File: src/rtl/audio_sample_sequencer.sv
// Sample-rate scheduler: divides clk to a sample tick and runs one
// ADC capture -> filter -> DAC write sequence per tick, with overrun and timeout flags.
module audio_sample_sequencer #(
    parameter int DIV_MAX = 2000,
    parameter int CNT_W   = 11,
    parameter int DATA_W  = 16,
    parameter int TIMEOUT = 255
) (
    input  logic              i_clk,
    input  logic              i_rst,
    input  logic              i_en,
    output logic              o_sample_tick,
    output logic              o_adc_req,
    input  logic              i_adc_ack,
    input  logic [DATA_W-1:0] i_adc_data,
    output logic              o_flt_start,
    output logic [DATA_W-1:0] o_flt_din,
    input  logic              i_flt_done,
    input  logic [DATA_W-1:0] i_flt_dout,
    output logic              o_dac_we,
    output logic [DATA_W-1:0] o_dac_data,
    output logic              o_busy,
    output logic              o_overrun,
    output logic              o_timeout_err,
    input  logic              i_err_clr
);

    localparam logic [2:0] S_IDLE      = 3'd0;
    localparam logic [2:0] S_ADC_WAIT  = 3'd1;
    localparam logic [2:0] S_FLT_START = 3'd2;
    localparam logic [2:0] S_FLT_WAIT  = 3'd3;
    localparam logic [2:0] S_DAC_WR    = 3'd4;

    localparam int                WAIT_W    = $clog2(TIMEOUT);
    localparam logic [CNT_W-1:0]  CNT_LAST  = CNT_W'(DIV_MAX - 1);
    localparam logic [WAIT_W-1:0] WAIT_LAST = WAIT_W'(TIMEOUT - 1);

    logic [CNT_W-1:0]  r_cnt;
    logic              r_tick;
    logic [2:0]        r_state;
    logic [2:0]        w_state_nxt;
    logic [WAIT_W-1:0] r_wait;
    logic              w_wait_expired;
    logic              w_adc_take;
    logic              w_flt_take;
    logic              w_to_set;
    logic              w_ovr_set;
    logic [DATA_W-1:0] r_flt_din;
    logic [DATA_W-1:0] r_dac_data;
    logic              r_overrun;
    logic              r_timeout_err;

    // Tick is registered, so it lands one cycle after the counter's last value.
    always_ff @(posedge i_clk or posedge i_rst) begin
        if (i_rst) begin
            r_cnt  <= '0;
            r_tick <= 1'b0;
        end else begin
            r_tick <= i_en && (r_cnt == CNT_LAST);
            if (!i_en || (r_cnt == CNT_LAST))
                r_cnt <= '0;
            else
                r_cnt <= r_cnt + 1'b1;
        end
    end

    always_comb begin
        w_state_nxt    = r_state;
        w_adc_take     = 1'b0;
        w_flt_take     = 1'b0;
        w_to_set       = 1'b0;
        w_wait_expired = (r_wait == WAIT_LAST);
        case (r_state)
            S_IDLE: begin
                if (r_tick)
                    w_state_nxt = S_ADC_WAIT;
            end
            S_ADC_WAIT: begin
                if (i_adc_ack) begin
                    w_adc_take  = 1'b1;
                    w_state_nxt = S_FLT_START;
                end else if (w_wait_expired) begin
                    w_to_set    = 1'b1;
                    w_state_nxt = S_IDLE;
                end
            end
            S_FLT_START: w_state_nxt = S_FLT_WAIT;
            S_FLT_WAIT: begin
                if (i_flt_done) begin
                    w_flt_take  = 1'b1;
                    w_state_nxt = S_DAC_WR;
                end else if (w_wait_expired) begin
                    w_to_set    = 1'b1;
                    w_state_nxt = S_IDLE;
                end
            end
            S_DAC_WR: w_state_nxt = S_IDLE;
            default:  w_state_nxt = S_IDLE;
        endcase
        // A tick while a sequence is in flight is dropped and only flagged.
        w_ovr_set = r_tick && (r_state != S_IDLE);
    end

    // The wait counter only advances while parked in a wait state, so it is zero on entry.
    always_ff @(posedge i_clk or posedge i_rst) begin
        if (i_rst) begin
            r_state    <= S_IDLE;
            r_wait     <= '0;
            r_flt_din  <= '0;
            r_dac_data <= '0;
        end else begin
            r_state <= w_state_nxt;
            if (((r_state == S_ADC_WAIT) || (r_state == S_FLT_WAIT)) && (w_state_nxt == r_state))
                r_wait <= r_wait + 1'b1;
            else
                r_wait <= '0;
            if (w_adc_take)
                r_flt_din <= i_adc_data;
            if (w_flt_take)
                r_dac_data <= i_flt_dout;
        end
    end

    // Set events take priority over a simultaneous clear.
    always_ff @(posedge i_clk or posedge i_rst) begin
        if (i_rst) begin
            r_overrun     <= 1'b0;
            r_timeout_err <= 1'b0;
        end else begin
            if (w_ovr_set)
                r_overrun <= 1'b1;
            else if (i_err_clr)
                r_overrun <= 1'b0;
            if (w_to_set)
                r_timeout_err <= 1'b1;
            else if (i_err_clr)
                r_timeout_err <= 1'b0;
        end
    end

    assign o_sample_tick = r_tick;
    assign o_adc_req     = (r_state == S_ADC_WAIT);
    assign o_flt_start   = (r_state == S_FLT_START);
    assign o_dac_we      = (r_state == S_DAC_WR);
    assign o_busy        = (r_state != S_IDLE);
    assign o_flt_din     = r_flt_din;
    assign o_dac_data    = r_dac_data;
    assign o_overrun     = r_overrun;
    assign o_timeout_err = r_timeout_err;

endmodule

File: config.mk
export PLATFORM = sky130hd
export DESIGN_NAME = audio_sample_sequencer
export DESIGN_NICKNAME = d
export VERILOG_FILES = /design/src/rtl/audio_sample_sequencer.sv
export SDC_FILE = /design/constraint.sdc
export NUM_CORES = 1
export LEC_CHECK = 0
export BUFFER_PORTS_ARGS = -buffer_cell sky130_fd_sc_hd__buf_4
export CAP_MARGIN = 0
export CORE_MARGIN = 5
export CORE_UTILIZATION = 40
export DETAILED_ROUTE_END_ITERATION = 8
export GPL_ROUTABILITY_DRIVEN = 1
export GPL_TIMING_DRIVEN = 1
export PLACE_DENSITY = 0.62
export SLEW_MARGIN = 20
export SYNTH_ARGS = -nofsm -noshare
export SYNTH_HDL_FRONTEND = slang
export SYNTH_SLANG_ARGS = --single-unit
File: constraint.sdc
create_clock -name i_clk -period 1.9 [get_ports i_clk]
set_clock_uncertainty 0.2 [all_clocks]
set_input_delay 0.19 -clock i_clk [delete_from_list [all_inputs] [get_ports i_clk]]
set_output_delay 0.19 -clock i_clk [all_outputs]
set_load 0.01 [all_outputs]
==> results.toml, run 1 <==
[clock_network]
cts_resized = 0
clockBufferDepth = 2
htreeDepth = 3
cts_sinks = 57
insertion_delay_ns = 0.33
cts_tree = "done"
cts_buffers = 9
clock-root-buffer = "clkbuf_8"
clk_pin_slew_ns = 0.06

[place]
port_buffers = 76
place_congestion = 0.774
hpwl_um = 3590
placed_cells = 341

[global_route]
antenna_found_initial = 0
grt_pass1_vias = 2005
grt_max_degree = 58
grt_usage_pct = 15.6
gr-total-overflow = 0
grt_pass1_wl_um = 9380

[worst_hold_path]
min_path_type = "primary input to flip-flop"
holdPathStages = 4

[synthesis]
ys_warn_count = 0
synth_cell_types = 34
syn_inst = 189
yosysSeqAreaShare_pct = 58.0
synth_edf_count = 0
synth-main-ff-cell = "dfrtp_1"
syn-cell-area_sq_um = 2460
synth_nets = 230
ys_ff_latch = 57
synth_area_per_cell_sq_um = 13.0
synthArstFlopShare_pct = 100

[detailed_routing]
vias = 1923
wl_per_cell_um = 14.5
wirelength_um = 5710
remaining_drc_errors = 0
drtPass1Iterations = 6
viasPerCell = 4.88
antenna_left = 0
first_iter_violations = 75

[critical_path]
worst-path-max-fanout = 8
crit_path_end_kind = "primary output"
rr_worst_depth = 4
critical_path_class = "flip-flop to primary output"
required_ns = 1.51
r2r_slack_ns = 0.16
cp.arrival_ns = 1.42
cp-start-kind = "flip-flop"

[floorplan]
die_x_um = 88.4
rows = 28
dieHeight_um = 88.4
core-area_sq_um = 5960
num_io_pins = 77
start_util_pct = 41.3
die-area_sq_um = 7820

[final_layout]
final_nets = 355
finalNonFillerCells = 394
drive_gt1_share_pct = 44.2
antenna_cells = 0
area_delta_synth_final_pct = 51.1

[sta]
finalSetupTns_ns = 0
max_freq_ghz = 0.552
min_period_ns = 1.81
max_slew.worst_pin.slew_ns = 0.414
whs_ns = 0.185
rsz0062_at_grt = "false"
period_share_pct = 95.4
setup_viol = 0
finalHoldViolations = 0
slew_headroom_pct = 72.4
slew_viol_final = 0

[power]
power.total_w = 0.00473
p_leak_nw = 1.70
powerDensity_nw_per_um2 = 1270
ir_drop_mv = 0.743

[outcome]
outcome = "finished, final reports clean"

[job]
timing.max_cap.violations = 0
## routing by layer
| layer | global-route usage, % | vias to the layer above | wire length (um) |
|---|---|---|---|
| met1 | 18.1 | 926 | 2320 |
| li1 | - | 924 | - |
| met2 | 26.6 | 64 | 2860 |
| met5 | 0 | - | 0 |
| met3 | 5.21 | 9 | 445 |
| met4 | 6.04 | 0 | 76 |
## layout by cell type (no fill, tap or decap), types with 3 or more instances in the layout
cell type,count
buf_4,80
dfrtp_1,57
dlygate4sd3_1,36
mux2_2,32
o21ai_0,11
clkbuf_8,11
nor2_1,8
inv_1,8
a21oi_1,8
nand2_1,6
nand3_1,6
or3_1,5
nor3_1,5
nor2b_1,3
nand4_1,3
xor2_1,3
xnor2_1,3
ha_1,3
clkinv_2,3
## synth_stat cells (2+ instances only)
library cell	n	area share [%]
dfrtp_1	57	58
nand4_2	2	1.0
nor3_1	5	1.0
o31ai_1	2	0.61
inv_1	9	1.4
nand3_1	6	1.2
or3_2	2	0.61
nor2b_1	3	0.76
o21ai_0	11	2.2
xor2_1	3	1.1
xnor2_1	3	1.1
nor2_1	8	1.2
or3_1	5	1.3
a31oi_1	2	0.51
buf_6	3	1.4
nand2_1	6	0.92
a21oi_1	8	1.6
nand4_1	3	0.76
mux2_2	32	15
or4_1	2	0.61
ha_1	3	1.5
nand3_4	2	1.4
## cell families after synthesis
group,after synthesis,share of synthesized area (%)
flip-flops,57,58.0
adder cells (fa/ha/maj),3,1.53
AND/OR/NAND/NOR,51,13.8
multiplexers,33,15.0
AO/OA/AOI/OAI,26,6.51
buffers and inverters,13,3.05
XOR/XNOR,6,2.14
## power by group
| part | internal, W | total [W] | leakage (nW) | switching [W] |
|---|---|---|---|---|
| Sequential | 0.00161 | 0.00184 | 0.722 | 0.000226 |
| Clock | 0.000672 | 0.00115 | 0.109 | 0.000481 |
| Combinational | 0.00102 | 0.00174 | 0.866 | 0.000720 |
## state kept, by name (all words and copies together) (netlist names)
signal and flops:
o_sample_tick 1, o_overrun 1, r_state 3, r_wait 8
o_timeout_err 1, o_flt_din 16, r_cnt 11, o_dac_data 16
## per-stage QoR
stage	utilization, %	area (sq um)	setup slack, ns
after detailed placement	52.8	3150	0.169
after floorplan	-	2460	0.110
after global placement	52.8	3150	0.216
final	62.5	3720	0.0878
after global routing	62.5	3720	0.0225
after CTS	62.3	3710	0.0299
## timing repair
item,in CTS,in global routing
hold buffers,36,0
endpoints found under the hold margin,104,0
setup buffers,0,1
setup endpoints to repair,0,1
## critical path, stage by stage (launching register included)
cell     delay, ns
dfrtp_1       0.39
buf_4         0.17
or3_1         0.38
buf_4         0.16
## path summary, 6_finish.rpt
| check | startpoint | end |
|---|---|---|
| setup / recovery | r_state[1] | o_busy |
| hold / removal | i_adc_ack | r_state[1] |
| setup reg to reg | r_state[1] | o_flt_din[1] |
| hold reg to reg | r_wait[0] | r_wait[0] |
| max in group asynchronous | i_rst | r_wait[6] |
| min in group asynchronous | i_rst | r_cnt[0] |
## final cells by class
cell class              instances  area (sq um)
fillers                       474          2240
well taps                      75          93.8
clock buffers                  11           151
inverters                       9          33.8
flip-flops and latches         57          1430
clock inverters                 5          53.8
multi-input cells             119           960
repair buffers                118          1000
(Power assumes the default switching activity.)
==> inputs of run 2 (changes only) <==
--- a/config.mk
+++ b/config.mk
@@ -8,11 +8,11 @@
 export BUFFER_PORTS_ARGS = -buffer_cell sky130_fd_sc_hd__buf_4
 export CAP_MARGIN = 0
 export CORE_MARGIN = 5
-export CORE_UTILIZATION = 40
+export CORE_UTILIZATION = 50
 export DETAILED_ROUTE_END_ITERATION = 8
 export GPL_ROUTABILITY_DRIVEN = 1
 export GPL_TIMING_DRIVEN = 1
-export PLACE_DENSITY = 0.62
+export PLACE_DENSITY = 0.75
 export SLEW_MARGIN = 20
 export SYNTH_ARGS = -nofsm -noshare
 export SYNTH_HDL_FRONTEND = slang
==> results.toml, run 2 (synthesis gave the netlist of run 1 again) <==
[outcome]
outcome = "finished, final reports clean"

[final_layout]
regArea_sq_um = 1430
multiInputGateArea_sq_um = 960
layout.cells.most_common_list = "buf_4 (80), dfrtp_1 (57), dlygate4sd3_1 (36)"
antenna_cells = 0
area_delta_synth_final_pct = 47.9
final_nets = 354
utilization_pct = 76.6
drive_gt1_share_pct = 43.3
fillers = 336
final_common_cell = "buf_4"

[sta]
whs_ns = 0.228
fin_ws_ns = 0.0731
finalHoldViolations = 0
finalSetupTns_ns = 0
slew_headroom_pct = 73.3
max_slew.worst_pin.slew_ns = 0.401
max_freq_ghz = 0.547
slew_viol_final = 0
min_period_ns = 1.83
rsz0062_at_grt = "false"
period_share_pct = 96.2
setup_viol = 0

[clock_network]
cts_buffers = 9
htreeDepth = 3
clk_pin_slew_ns = 0.06
clockBufferDepth = 2
insertion_delay_ns = 0.33
cts_sinks = 57
cts_tree = "done"
clock-root-buffer = "clkbuf_8"
postCtsSetupBuffers = 0

[global_route]
grt_pass1_wl_um = 9720
grt_usage_pct = 20.0
grt_pass1_vias = 2067
antenna_found_initial = 0
grt_max_degree = 58
gr-total-overflow = 0

[detailed_routing]
wirelength_um = 5880
antenna_left = 0
remaining_drc_errors = 0
drtPass1Iterations = 4
first_iter_violations = 102
vias = 1935
viasPerCell = 5.08
wl_per_cell_um = 15.4

[critical_path]
cp_cell_sequence = "buf_4 -> or3_1 -> buf_4"
crit_slowest_cell = "dfrtp_1"
required_ns = 1.51
r2r_slack_ns = 0.18
crit_path_end_kind = "primary output"
cp-start-kind = "flip-flop"
cp.arrival_ns = 1.44
regToRegStartpoint = "r_cnt[5]"
cp_slowest_stage_delay_ns = 0.40
regToRegEndpoint = "r_cnt[8]"
crit_top_cell = "buf_4"
rr_worst_depth = 3
critical_path_class = "flip-flop to primary output"
worst-path-max-fanout = 8

[floorplan]
num_io_pins = 77
rows = 25
start_util_pct = 51.8
core-area_sq_um = 4750
die-area_sq_um = 6430
dieHeight_um = 80.2
die_x_um = 80.2

[place]
port_buffers = 76
place_worst_setup_slack_ns = 0.168
place_congestion = 0.766
hpwl_um = 3690

[power]
ir_drop_mv = 0.936
powerDensity_nw_per_um2 = 1250
p_leak_nw = 1.66
power.total_w = 0.00454

[worst_hold_path]
holdPathStages = 4
hold_path_end = "r_wait[6]"
min_path_type = "primary input to flip-flop"
min-delay-start = "i_adc_ack"

[job]
timing.max_cap.violations = 0
run 2: changes by cell type in the layout (fill, tap and decap cells not counted):
cell       previous run  this run
clkinv_2              3         1
buf_12                2         1
bufinv_16             1         0
clkinv_4              1         0
run 2: stage by stage:
| stage | area [sq um] | std cells |
|---|---|---|
| 2_1_floorplan | 2460 | 189 |
| 3_3_place_gp | 3120 | 333 |
| 3_5_place_dp | 3120 | 333 |
| 4_1_cts | 3640 | 381 |
| 5_1_grt | 3640 | 381 |
| 6_report | 3640 | 381 |
run 2: layout make-up:
class | instances | share of cell area (%)
Clock buffer | 11 | 4.16
Timing Repair Buffer | 117 | 26.9
Multi-Input combinational cell | 119 | 26.4
Inverter | 9 | 0.928
Sequential cell | 57 | 39.2
Tap cell | 67 | 2.30
Clock inverter | 1 | 0.137
run 2: critical path: cells and delay by family, from the launching register on:
family,cells,cell delay [ns]
flip-flops,1,0.40
buffers and inverters,2,0.34
AND/OR/NAND/NOR,1,0.37
run 2: power by group:
| group | switching [W] | total, W | internal [W] |
|---|---|---|---|
| logic | 0.000734 | 0.00174 | 0.00101 |
| registers | 0.000239 | 0.00185 | 0.00161 |
| clock network | 0.000433 | 0.000945 | 0.000512 |
run 2: worst max path at each step:
stage | start | end | cells after the start | slack (ns)
floorplan | i_rst | o_dac_data[0] | 1 | 0.11
global placement | r_cnt[5] | r_cnt[4] | 3 | 0.20
detailed placement | r_cnt[0] | r_cnt[10] | 4 | 0.17
CTS | r_state[1] | o_busy | 3 | 0.06
global route | r_state[1] | o_busy | 3 | 0.02
finish | r_state[1] | o_busy | 3 | 0.07
run 2: layer usage:
layer	global-route usage, %	wire [um]
met1	22.7	2350
met2	34.4	3010
met3	5.83	383
met4	9.29	131
met5	0	0
run 2: timing repair:
item | in CTS | in global routing
hold buffers | 36 | 0
hold endpoints to repair | 103 | 0
gates resized for setup | 0 | 0
setup endpoints to repair | 0 | 0
==> inputs of run 3 (changes only) <==
--- a/config.mk
+++ b/config.mk
@@ -7,13 +7,12 @@
 export LEC_CHECK = 0
 export BUFFER_PORTS_ARGS = -buffer_cell sky130_fd_sc_hd__buf_4
 export CAP_MARGIN = 0
-export CORE_MARGIN = 5
+export CORE_MARGIN = 3
 export CORE_UTILIZATION = 50
 export DETAILED_ROUTE_END_ITERATION = 8
 export GPL_ROUTABILITY_DRIVEN = 1
 export GPL_TIMING_DRIVEN = 1
 export PLACE_DENSITY = 0.75
-export SLEW_MARGIN = 20
 export SYNTH_ARGS = -nofsm -noshare
 export SYNTH_HDL_FRONTEND = slang
 export SYNTH_SLANG_ARGS = --single-unit
==> results.toml, run 3 (synthesis gave the netlist of run 1 again) <==
[power]
p_int_w = 0.00331
p_sw_w = 0.00150
powerDensity_nw_per_um2 = 1300
p_comb_share_pct = 37.5
p_leak_nw = 1.70
ir_drop_mv = 0.858
clock_power_share_pct = 23.9
switching_share_pct = 31.1
power_frac_seq_pct = 38.6

[global_route]
grt_max_degree = 58
grt_usage_pct = 23.6
grt_pass1_wl_um = 10600
antenna_found_initial = 0
gr-total-overflow = 0
grt_pass1_vias = 2088

[final_layout]
drive_gt1_share_pct = 43.9
multiInputGateArea_sq_um = 960
fillers = 271
layout.cells.most_common_list = "buf_4 (81), dfrtp_1 (57), dlygate4sd3_1 (36)"
regArea_sq_um = 1430
area_delta_synth_final_pct = 50.5
final_common_cell = "buf_4"
final_nets = 356
antenna_cells = 0
design_area_sq_um = 3700

[clock_network]
clk_pin_slew_ns = 0.07
htreeDepth = 3
clockBufferDepth = 2
clock-root-buffer = "clkbuf_8"
cts_tree = "done"
insertion_delay_ns = 0.33
cts_sinks = 57
cts_buffers = 9
cts_resized = 0

[place]
port_buffers = 76
hpwl_um = 3930
place_congestion = 0.844
detailed_place.area_sq_um = 3140

[worst_hold_path]
holdPathStages = 4
min_path_type = "primary input to flip-flop"

[detailed_routing]
drtPass1Iterations = 4
viasPerCell = 5.22
remaining_drc_errors = 0
wl_per_cell_um = 17.0
antenna_left = 0
wirelength_um = 6540
first_iter_violations = 117
vias = 2003

[floorplan]
rows = 24
core-area_sq_um = 4560
die_x_um = 76.2
start_util_pct = 53.9
dieHeight_um = 76.2
die-area_sq_um = 5800
num_io_pins = 77

[critical_path]
cp.arrival_ns = 1.41
critical_path_class = "flip-flop to primary output"
crit_path_end_kind = "primary output"
worst-path-max-fanout = 8
required_ns = 1.51
cp-start-kind = "flip-flop"
rr_worst_depth = 4

[sta]
max_freq_ghz = 0.555
slew_headroom_pct = 73.5
finalSetupTns_ns = 0
finalHoldViolations = 0
rsz0062_at_grt = "false"
min_period_ns = 1.80
max_slew.worst_pin.slew_ns = 0.398
slew_viol_final = 0
period_share_pct = 94.8
setup_viol = 0

[outcome]
outcome = "finished, final reports clean"

[job]
timing.max_cap.violations = 0
## run 3: cell type report
| cell class | count | area share (%) |
|---|---|---|
| clock inverters | 3 | 1.08 |
| flip-flops and latches | 57 | 38.5 |
| inverters | 9 | 0.912 |
| repair buffers | 119 | 27.2 |
| multi-input cells | 119 | 25.9 |
| clock buffers | 12 | 4.19 |
| well taps | 65 | 2.20 |
## run 3: final timing paths
kind	start	endpoint	slack, ns
hold / removal	i_adc_ack	r_wait[6]	0.18
max in group asynchronous	i_rst	r_state[1]	0.97
hold reg to reg	r_wait[0]	r_wait[0]	0.30
setup reg to reg	r_cnt[0]	r_cnt[10]	0.11
setup / recovery	r_state[1]	o_busy	0.1
min in group asynchronous	i_rst	r_cnt[3]	0.28
## run 3: per-layer routing
layer	track usage, %	vias up	part of all wire [%]
met5	0	-	0
met4	9.60	0	2.6
met3	6.26	17	3.4
met2	42.0	48	54
met1	26.9	1005	41
li1	-	933	-
## run 3: metrics by stage
step / std cells / hold slack (ns) / total power [W] / util, % / setup WS (ns)
after floorplan: 189 / 0.0818 / 0.00271 / - / 0.110
after CTS: 383 / 0.168 / 0.00474 / 81.0 / 0.0509
after global placement: 332 / 0.0778 / 0.00349 / 68.8 / 0.225
after global routing: 384 / 0.260 / 0.00503 / 81.2 / 0.00158
after detailed placement: 332 / 0.0789 / 0.00354 / 68.8 / 0.158
final: 384 / 0.183 / 0.00481 / 81.2 / 0.0984
## run 3: repair_timing
| action | 4_1_cts | 5_1_grt |
|---|---|---|
| endpoints found under the hold margin | 103 | 0 |
| setup buffers | 0 | 1 |
| endpoints found under the setup margin | 0 | 1 |
| hold buffers | 36 | 0 |
## run 3: worst max-delay path, cell delays in order, from the launching register on
cell and delay, ns:
dfrtp_1 0.38, buf_4 0.17, or3_1 0.37, buf_4 0.16
## run 3: power groups by stage
stage                     clock network (W)  logic [W]  registers [W]
after global routing                0.00121    0.00192        0.00190
after global placement                    0    0.00166        0.00183
after CTS                           0.00114    0.00176        0.00183
after floorplan                           0   0.000717        0.00199
final                               0.00115    0.00180        0.00185
after detailed placement                  0    0.00169        0.00185
